File: src/rtl/mem_arbiter_if.sv
// Signal bundle around mem_arbiter: cache requests, the shared memory port and fill returns.
// master = arbiter side, slave = cache controllers plus memory model.
interface mem_arbiter_if #(
    parameter int ADDR_W = 16,
    parameter int DATA_W = 16,
    parameter int IDX_W  = 3
);
    logic              icache_miss;
    logic [ADDR_W-1:0] icache_miss_addr;
    logic              dcache_miss;
    logic [ADDR_W-1:0] dcache_miss_addr;
    logic              dcache_wr_req;
    logic [ADDR_W-1:0] dcache_wr_addr;
    logic [DATA_W-1:0] dcache_wr_data;
    logic              mem_en;
    logic              mem_wr;
    logic [ADDR_W-1:0] mem_addr;
    logic [DATA_W-1:0] mem_data_out;
    logic [DATA_W-1:0] mem_data_in;
    logic              mem_data_valid;
    logic [DATA_W-1:0] fill_data;
    logic [IDX_W-1:0]  fill_word_idx;
    logic              fill_icache_we;
    logic              fill_dcache_we;
    logic              fill_done_i;
    logic              fill_done_d;
    logic              wr_ack;
    logic              busy;

    modport master (
        input  icache_miss, icache_miss_addr, dcache_miss, dcache_miss_addr,
        input  dcache_wr_req, dcache_wr_addr, dcache_wr_data,
        input  mem_data_in, mem_data_valid,
        output mem_en, mem_wr, mem_addr, mem_data_out,
        output fill_data, fill_word_idx, fill_icache_we, fill_dcache_we,
        output fill_done_i, fill_done_d, wr_ack, busy
    );

    modport slave (
        output icache_miss, icache_miss_addr, dcache_miss, dcache_miss_addr,
        output dcache_wr_req, dcache_wr_addr, dcache_wr_data,
        output mem_data_in, mem_data_valid,
        input  mem_en, mem_wr, mem_addr, mem_data_out,
        input  fill_data, fill_word_idx, fill_icache_we, fill_dcache_we,
        input  fill_done_i, fill_done_d, wr_ack, busy
    );
endinterface

File: src/rtl/mem_arbiter.sv
// Shares one pipelined main-memory port between I-cache fills, D-cache fills and D-cache stores.
// A fill issues one read per cycle for the whole block and routes returned words to the missing cache.
module mem_arbiter #(
    parameter int ADDR_W          = 16,
    parameter int DATA_W          = 16,
    parameter int WORDS_PER_BLOCK = 8,
    parameter int MEM_LATENCY     = 4
) (
    input  logic          clk,
    input  logic          rst,
    mem_arbiter_if.master bus
);
    localparam int IDX_W = $clog2(WORDS_PER_BLOCK);
    localparam logic [ADDR_W-1:0] ALIGN_MASK = ~ADDR_W'(2 * WORDS_PER_BLOCK - 1);
    localparam logic [IDX_W-1:0]  LAST_IDX   = IDX_W'(WORDS_PER_BLOCK - 1);
    // With a latency of a full block or more no word can come back while reads are still issuing.
    localparam bit RET_DURING_ISSUE = (MEM_LATENCY < WORDS_PER_BLOCK);

    localparam logic [2:0] S_IDLE       = 3'd0;
    localparam logic [2:0] S_WRITE      = 3'd1;
    localparam logic [2:0] S_FILL_ISSUE = 3'd2;
    localparam logic [2:0] S_FILL_WAIT  = 3'd3;
    localparam logic [2:0] S_DONE       = 3'd4;

    logic [2:0]        r_state;
    logic [2:0]        w_state_next;
    logic [IDX_W-1:0]  r_issue_cnt;
    logic [IDX_W-1:0]  r_ret_cnt;
    logic              r_owner_i;
    logic [ADDR_W-1:0] r_base;

    logic              w_ret_we;
    logic              w_last_issue;
    logic              w_last_ret;
    logic              w_fill_req;
    logic [ADDR_W-1:0] w_miss_addr;

    assign w_ret_we     = bus.mem_data_valid &&
                          ((r_state == S_FILL_WAIT) || (RET_DURING_ISSUE && r_state == S_FILL_ISSUE));
    assign w_last_issue = (r_issue_cnt == LAST_IDX);
    assign w_last_ret   = w_ret_we && (r_ret_cnt == LAST_IDX);
    assign w_fill_req   = bus.dcache_miss || bus.icache_miss;
    assign w_miss_addr  = bus.dcache_miss ? bus.dcache_miss_addr : bus.icache_miss_addr;

    always_comb begin
        w_state_next = r_state;
        case (r_state)
            S_IDLE: begin
                if (bus.dcache_wr_req)
                    w_state_next = S_WRITE;
                else if (w_fill_req)
                    w_state_next = S_FILL_ISSUE;
            end
            S_WRITE:      w_state_next = S_IDLE;
            S_FILL_ISSUE: begin
                if (w_last_issue)
                    w_state_next = w_last_ret ? S_DONE : S_FILL_WAIT;
            end
            S_FILL_WAIT: begin
                if (w_last_ret)
                    w_state_next = S_DONE;
            end
            S_DONE:       w_state_next = S_IDLE;
            default:      w_state_next = S_IDLE;
        endcase
    end

    always_ff @(posedge clk) begin
        if (rst) begin
            r_state     <= S_IDLE;
            r_issue_cnt <= '0;
            r_ret_cnt   <= '0;
            r_owner_i   <= 1'b0;
            r_base      <= '0;
        end else begin
            r_state <= w_state_next;
            if (r_state == S_IDLE && !bus.dcache_wr_req && w_fill_req) begin
                // D side wins; a pending I miss simply waits for the next IDLE.
                r_owner_i   <= !bus.dcache_miss;
                r_base      <= w_miss_addr & ALIGN_MASK;
                r_issue_cnt <= '0;
                r_ret_cnt   <= '0;
            end else begin
                if (r_state == S_FILL_ISSUE)
                    r_issue_cnt <= r_issue_cnt + IDX_W'(1);
                if (w_ret_we)
                    r_ret_cnt <= r_ret_cnt + IDX_W'(1);
            end
        end
    end

    always_comb begin
        bus.mem_en         = 1'b0;
        bus.mem_wr         = 1'b0;
        bus.mem_addr       = '0;
        bus.mem_data_out   = '0;
        bus.fill_data      = '0;
        bus.fill_word_idx  = '0;
        bus.fill_icache_we = 1'b0;
        bus.fill_dcache_we = 1'b0;
        bus.fill_done_i    = 1'b0;
        bus.fill_done_d    = 1'b0;
        bus.wr_ack         = 1'b0;
        bus.busy           = (r_state != S_IDLE);
        case (r_state)
            S_WRITE: begin
                bus.mem_en       = 1'b1;
                bus.mem_wr       = 1'b1;
                bus.mem_addr     = bus.dcache_wr_addr;
                bus.mem_data_out = bus.dcache_wr_data;
                bus.wr_ack       = 1'b1;
            end
            S_FILL_ISSUE: begin
                bus.mem_en   = 1'b1;
                bus.mem_addr = r_base + ADDR_W'({r_issue_cnt, 1'b0});
            end
            S_DONE: begin
                bus.fill_done_i = r_owner_i;
                bus.fill_done_d = !r_owner_i;
            end
            default: ;
        endcase
        if (w_ret_we) begin
            bus.fill_data      = bus.mem_data_in;
            bus.fill_word_idx  = r_ret_cnt;
            bus.fill_icache_we = r_owner_i;
            bus.fill_dcache_we = !r_owner_i;
        end
    end
endmodule
File: src/flat_wrapper.sv
// flat-port wrapper written by rule: the top's interface ports become plain ports
module mem_arbiter_flat 
#(
    parameter int ADDR_W          = 16,
    parameter int DATA_W          = 16,
    parameter int WORDS_PER_BLOCK = 8,
    parameter int MEM_LATENCY     = 4
)
  (clk, rst, bus_icache_miss, bus_icache_miss_addr, bus_dcache_miss, bus_dcache_miss_addr, bus_dcache_wr_req, bus_dcache_wr_addr, bus_dcache_wr_data, bus_mem_data_in, bus_mem_data_valid, bus_mem_en, bus_mem_wr, bus_mem_addr, bus_mem_data_out, bus_fill_data, bus_fill_word_idx, bus_fill_icache_we, bus_fill_dcache_we, bus_fill_done_i, bus_fill_done_d, bus_wr_ack, bus_busy);
  mem_arbiter_if #(.ADDR_W(ADDR_W), .DATA_W(DATA_W)) bus_i ();
  input  logic clk;
  input  logic rst;
  input wire logic [$bits(bus_i.icache_miss)-1:0] bus_icache_miss;
  input wire logic [$bits(bus_i.icache_miss_addr)-1:0] bus_icache_miss_addr;
  input wire logic [$bits(bus_i.dcache_miss)-1:0] bus_dcache_miss;
  input wire logic [$bits(bus_i.dcache_miss_addr)-1:0] bus_dcache_miss_addr;
  input wire logic [$bits(bus_i.dcache_wr_req)-1:0] bus_dcache_wr_req;
  input wire logic [$bits(bus_i.dcache_wr_addr)-1:0] bus_dcache_wr_addr;
  input wire logic [$bits(bus_i.dcache_wr_data)-1:0] bus_dcache_wr_data;
  input wire logic [$bits(bus_i.mem_data_in)-1:0] bus_mem_data_in;
  input wire logic [$bits(bus_i.mem_data_valid)-1:0] bus_mem_data_valid;
  output wire logic [$bits(bus_i.mem_en)-1:0] bus_mem_en;
  output wire logic [$bits(bus_i.mem_wr)-1:0] bus_mem_wr;
  output wire logic [$bits(bus_i.mem_addr)-1:0] bus_mem_addr;
  output wire logic [$bits(bus_i.mem_data_out)-1:0] bus_mem_data_out;
  output wire logic [$bits(bus_i.fill_data)-1:0] bus_fill_data;
  output wire logic [$bits(bus_i.fill_word_idx)-1:0] bus_fill_word_idx;
  output wire logic [$bits(bus_i.fill_icache_we)-1:0] bus_fill_icache_we;
  output wire logic [$bits(bus_i.fill_dcache_we)-1:0] bus_fill_dcache_we;
  output wire logic [$bits(bus_i.fill_done_i)-1:0] bus_fill_done_i;
  output wire logic [$bits(bus_i.fill_done_d)-1:0] bus_fill_done_d;
  output wire logic [$bits(bus_i.wr_ack)-1:0] bus_wr_ack;
  output wire logic [$bits(bus_i.busy)-1:0] bus_busy;
  assign bus_i.icache_miss = bus_icache_miss;
  assign bus_i.icache_miss_addr = bus_icache_miss_addr;
  assign bus_i.dcache_miss = bus_dcache_miss;
  assign bus_i.dcache_miss_addr = bus_dcache_miss_addr;
  assign bus_i.dcache_wr_req = bus_dcache_wr_req;
  assign bus_i.dcache_wr_addr = bus_dcache_wr_addr;
  assign bus_i.dcache_wr_data = bus_dcache_wr_data;
  assign bus_i.mem_data_in = bus_mem_data_in;
  assign bus_i.mem_data_valid = bus_mem_data_valid;
  assign bus_mem_en = bus_i.mem_en;
  assign bus_mem_wr = bus_i.mem_wr;
  assign bus_mem_addr = bus_i.mem_addr;
  assign bus_mem_data_out = bus_i.mem_data_out;
  assign bus_fill_data = bus_i.fill_data;
  assign bus_fill_word_idx = bus_i.fill_word_idx;
  assign bus_fill_icache_we = bus_i.fill_icache_we;
  assign bus_fill_dcache_we = bus_i.fill_dcache_we;
  assign bus_fill_done_i = bus_i.fill_done_i;
  assign bus_fill_done_d = bus_i.fill_done_d;
  assign bus_wr_ack = bus_i.wr_ack;
  assign bus_busy = bus_i.busy;
  mem_arbiter #(.ADDR_W(ADDR_W), .DATA_W(DATA_W), .WORDS_PER_BLOCK(WORDS_PER_BLOCK), .MEM_LATENCY(MEM_LATENCY)) u_core (.clk(clk), .rst(rst), .bus(bus_i));
endmodule
File: config.mk
export PLATFORM = sky130hd
export DESIGN_NAME = mem_arbiter_flat
export DESIGN_NICKNAME = d
export VERILOG_FILES = /design/src/rtl/mem_arbiter_if.sv /design/src/rtl/mem_arbiter.sv /design/src/flat_wrapper.sv
export SDC_FILE = /design/constraint.sdc
export NUM_CORES = 1
export LEC_CHECK = 0
export ABC_AREA = 1
export CORE_AREA = 2 2 56 58
export DETAILED_ROUTE_END_ITERATION = 7
export DIE_AREA = 0 0 58 60
export DONT_BUFFER_PORTS = 1
export GPL_TIMING_DRIVEN = 0
export HOLD_SLACK_MARGIN = 0.15
export PLACE_DENSITY = 0.69
export SETUP_SLACK_MARGIN = 0.02
export SLEW_MARGIN = 40
export SYNTH_ARGS = -nofsm -noshare
export SYNTH_HDL_FRONTEND = slang
export SYNTH_SLANG_ARGS = --single-unit
File: constraint.sdc
create_clock -name clk -period 1.7 [get_ports clk]
set_clock_uncertainty 0.05 [all_clocks]
set_input_delay 0.085 -clock clk [delete_from_list [all_inputs] [get_ports clk]]
set_output_delay 0.085 -clock clk [all_outputs]
set_load 0.02 [all_outputs]
# ---- After elaboration in Yosys (flattened, before gate mapping)
# Index checks and enable logic that the tools add are counted.
dict set report word_totals {
  in_bits 86
  word_cells 48
  out_inout_bits 59
  reg_bits 22
}
dict set report op_classes {
  eq_ne 9
  muxes 17
  n_reduce_logical 14
  add_sub_neg 3
}
# op n
set ops {}
lappend ops {{$mux W16} 3}
lappend ops {{$pmux W16 S2} 1}
lappend ops {{$mux W3} 6}
lappend ops {{$add A16 B4 Y16} 1}
lappend ops {{$eq A3 B3 Y1 const B} 3}
lappend ops {{$pmux W3 S3} 1}
lappend ops {{$add A3 B1 Y3 const B} 2}
lappend ops {{$eq A3 B2 Y1 const B} 2}
lappend ops {{$mux W1} 6}
lappend ops {{$logic_and A1 B1 Y1} 4}
lappend ops {{$ne A2 B1 Y1 const B} 2}
lappend ops {{$reduce_or A2 Y1} 2}
lappend ops {{$eq A3 B1 Y1 const B} 1}
lappend ops {{$logic_not A1 Y1} 3}
lappend ops {{$logic_not A3 Y1} 1}
lappend ops {{$ne A3 B2 Y1 const B} 1}
lappend ops {{$reduce_and A3 Y1} 1}
lappend ops {{$reduce_bool A3 Y1} 1}
lappend ops {{$logic_or A1 B1 Y1} 2}

# ---- Longest topological paths before layout
dict set report depth {
  ltp_word 7
  mapped_depth 8
  mapped_depth_nobuf 8
}

# ---- Worst setup path after synthesis
# OpenSTA, ideal clock, no wires.
dict set report synth_path {
  path_type {reg2out}
  startpoint {reg u_core.r_state[0]}
  endpoint {out bus_mem_addr[0]}
  setup_slack_ps 302
  stages_incl_launch_ff 6
  t_arrival_ps 1263
  path_buffers 1
  path_cell_list {dfxtp_1 > inv_2 > nor3_4 > inv_2 > buf_2 > nor2_1}
}
dict set report synth_via {
  elab_chain_len 2
  elab_cells_between_ends 3
  classes_between {eq/ne: 2; mux: 1}
}
# item line
set synth_rtl {}
lappend synth_rtl {{start, declared} mem_arbiter.sv:25} ;# logic [2:0] r_state;
lappend synth_rtl {{start signal, assigned} mem_arbiter.sv:76} ;# r_state <= w_state_next;
lappend synth_rtl {{$eq A3 B2 Y1 or $eq A3 B1 Y1 (tied branches)} mem_arbiter.sv:105} ;# case (r_state)
lappend synth_rtl {{$pmux W16 S2 *} mem_arbiter.sv:105}
lappend synth_rtl {{end, declared} flat_wrapper.sv:24} ;# output wire logic [$bits(bus_i.mem_addr)-1:0] bus_mem_addr;
# Mark *: on every way between the ends. The rest lies on a longest branch, timed or not.

# ---- Worst setup path after layout
dict set report layout_path {
  startpoint {in bus_dcache_miss}
  endpoint {reg u_core.r_base[10]}
}
dict set report layout_via {
  elab_chain_len 2
  elab_cells_between_ends 3
  classes_between {mux: 1; reduce/logical: 2}
}
# item line
set layout_rtl {}
lappend layout_rtl {{start, declared} flat_wrapper.sv:15} ;# input wire logic [$bits(bus_i.dcache_miss)-1:0] bus_dcache_miss;
lappend layout_rtl {{$logic_or A1 B1 Y1} mem_arbiter.sv:42} ;# assign w_fill_req = bus.dcache_miss || bus.icache_miss;
lappend layout_rtl {{$logic_and A1 B1 Y1} mem_arbiter.sv:77} ;# if (r_state == S_IDLE && !bus.dcache_wr_req && w_fill_req) begin
lappend layout_rtl {{end signal, assigned} mem_arbiter.sv:80} ;# r_base <= w_miss_addr & ALIGN_MASK;
lappend layout_rtl {{end, declared} mem_arbiter.sv:30} ;# logic [ADDR_W-1:0] r_base;
# Several ways; a longest one is shown, not always the timed one.
# A chain may end at the register's enable or synchronous reset.

==> run metrics <==
sequential share of the synthesized area between 20 and 30%; Die Span X approximately 58 um; Placer Congestion 0.726; Final TNS setup 0 ns; drt via density between 5 and 6; 1st-pass router iterations 5; hpwl dp 2.88 mm; H-tree levels 1; Row Count 20; final hold violation count 0; Vias 1829; Final nets 379; Inst Count DP 275; Hold Path Class primary input to output port; critical-path maximum fanout 10; global-route wire length before repair about 7 mm; WP data required between 1.5 and 2 ns; layout cells sized above 1 29.2%; Max-Cap Viols 0; Slowest cell on crit path dlygate4sd3_1; unrepaired setup endpoints after global routing true; GR Overflow Total 0; run status completed; DRC 0; critical path class primary input to flop; Initial Util 53.3%; CP startpoint kind primary input; initial antenna violation count 0; CP delay by family, top buffers and inverters; Mapped Nets around 330; DRT Wirelength 5.33 mm; prevailing post-synth register cell dfxtp_1; flops & latches, synth 22; Syn Inst Count 242; wire per inst roughly 17 um; Slew headroom 69.7%; initial drt markers 101; Root Driver clkbuf_4; TritonCTS clock tree done; syn avg cell area 6.39 um2; filler cell count 178; ys async rst share 0%; Peak VDD IR 1.01 mV; Worst Path Buf+Inv 3; leading area contributor after synthesis dfxtp_1; die height 60 um; Finished Cell Area 2340 um2; Routed Antenna Nets 0; Final WS setup 0.0359 ns; ranking of synthesized cells by area dfxtp_1, nor2_1, inv_1; Pleak 1.08 nW; Tcrit/Tclk final 97.9%; die area roughly 3500 um2; Pwr Density between 1000 and 1500 nW/um2; final core occ 80.8%; Worst setup EP type flop; worst slack, placed -0.00810 ns; Max Slew Vio Count 0; maximum root-to-sink buffer count 2; Power Total 3.19 mW; Post-synth EDFFs 0; CTS clk-pin slew, worst paths approximately 0.13 ns; Post-synth top cells nor2_1, inv_1, nand2_1; Cell Chain, Critical Path dlygate4sd3_1, clkbuf_4, nand2_1, dlygate4sd3_1, a31oi_1; Slew @ Worst Pin between 0.4 and 0.5 ns; achievable frequency 0.601 GHz; Fin Hold WS about 0.23 ns; Synth cell types 26; Worst Path Arrival about 1.9 ns; Clock Latency Late Sink 0.31 ns; Yosys top cell area share 28.5%; Inserted Clock Buffers 3; mapped cell area roughly 1500 um2; cell with the most instances after synthesis nor2_1; placed cell areas 1590 um2; # setup viols final 0; total global routing track utilization roughly 27%; Final Non-Filler Cells 321; IO Port Bufs 0; synth warn 0; vias in the first global route 1542; CORE AREA 2900 um2; final antenna diode count 0; Syn-to-layout area delta 51.6%; min Tclk post-route 1.66 ns; Clock Sink Count 22; CP most frequent cell dlygate4sd3_1; largest net degree at the start of global routing 13; I/O pin total about 150; critical path's largest stage delay 0.65 ns
[state kept, by name (all words and copies together) (netlist names)]
name / flops
u_core.r_owner_i: 1
u_core.r_state: 3
u_core.r_base: 12
u_core.r_ret_cnt: 3
u_core.r_issue_cnt: 3
[kinds of logic after synthesis]
family | Yosys count | synth area share (%)
adders and majority gates | 4 | 3.24
and+or+nand+nor | 102 | 28.1
DFF | 22 | 28.5
AOI/OAI and AO/OA | 51 | 22.6
buffers and inverters | 63 | 17.6
[cell usage in the layout, fill, tap and decap left out]
cell type	n
nor3_4	1
nor2_4	31
buf_4	8
buf_12	1
buf_2	1
ha_1	4
nand2_2	4
a31oi_1	12
inv_1	48
a211oi_1	2
o21ai_1	8
nand3_1	2
clkbuf_4	4
o21ai_0	7
clkinvlp_2	1
nand2_1	37
dfxtp_1	19
nand3_2	2
nor2_2	2
inv_2	3
buf_1	1
a22o_4	5
nor3_1	2
dfxtp_4	1
o21ai_2	1
clkbuf_1	1
clkbuf_8	1
dfxtp_2	2
nor3b_1	1
nor2_1	19
nand2_4	1
buf_6	4
buf_8	2
a22o_2	9
dlygate4sd3_1	34
a21oi_1	7
[area by class of cell]
cell class	count	area (um2)	share of cell area (%)
Timing Repair Buffer	41	393	16.8
Tap cell	33	41.3	1.76
Multi-Input combinational cell	157	1110	47.3
Buffer	12	123	5.23
Clock buffer	4	36.3	1.55
Timing Repair inverter	1	5.00	0.213
Inverter	51	191	8.16
Sequential cell	22	447	19.1
[per-layer routing]
layer,vias to the layer above,part of all wire [%],GRT usage [%]
met5,-,0,0
met4,0,2.0,8.64
met3,13,9.7,7.36
met2,138,52,46.4
met1,821,37,32.2
li1,857,-,-
[worst reg2reg max path, stage by stage, from the launching register on]
cell,delay (ns)
dfxtp_2,0.37
nor2_1,0.13
nand2_2,0.10
nand2_2,0.12
a21oi_1,0.07
dlygate4sd3_1,0.56
nor3_1,0.15
[what timing repair did]
| action | in CTS | in global routing |
|---|---|---|
| resized for setup | 55 | 33 |
| endpoints found under the hold margin | 22 | 0 |
| pin swaps | 1 | 3 |
| setup endpoints to repair | 51 | 57 |
| buffers inserted | 5 | 2 |
| gates cloned | 0 | 1 |
| hold buffers | 34 | 0 |
[power by group]
group | internal [mW] | leakage, nW | total (mW) | switching, mW
Clock | 0.131 | 0.0210 | 0.304 | 0.173
Combinational | 0.749 | 0.878 | 2.11 | 1.36
Sequential | 0.646 | 0.182 | 0.772 | 0.126
[path summary, 6_finish.rpt]
kind | slack, ns | to | start | cells after the start
setup reg to reg | 0.09 | u_core.r_ret_cnt[0] | u_core.r_state[2] | 6
hold / removal | 0.23 | bus_mem_data_out[6] | bus_dcache_wr_data[6] | 2
hold reg to reg | 0.46 | u_core.r_issue_cnt[1] | u_core.r_issue_cnt[1] | 2
setup / recovery | 0.04 | u_core.r_base[10] | bus_dcache_miss | 5
Power figures use the tool's default switching activity.
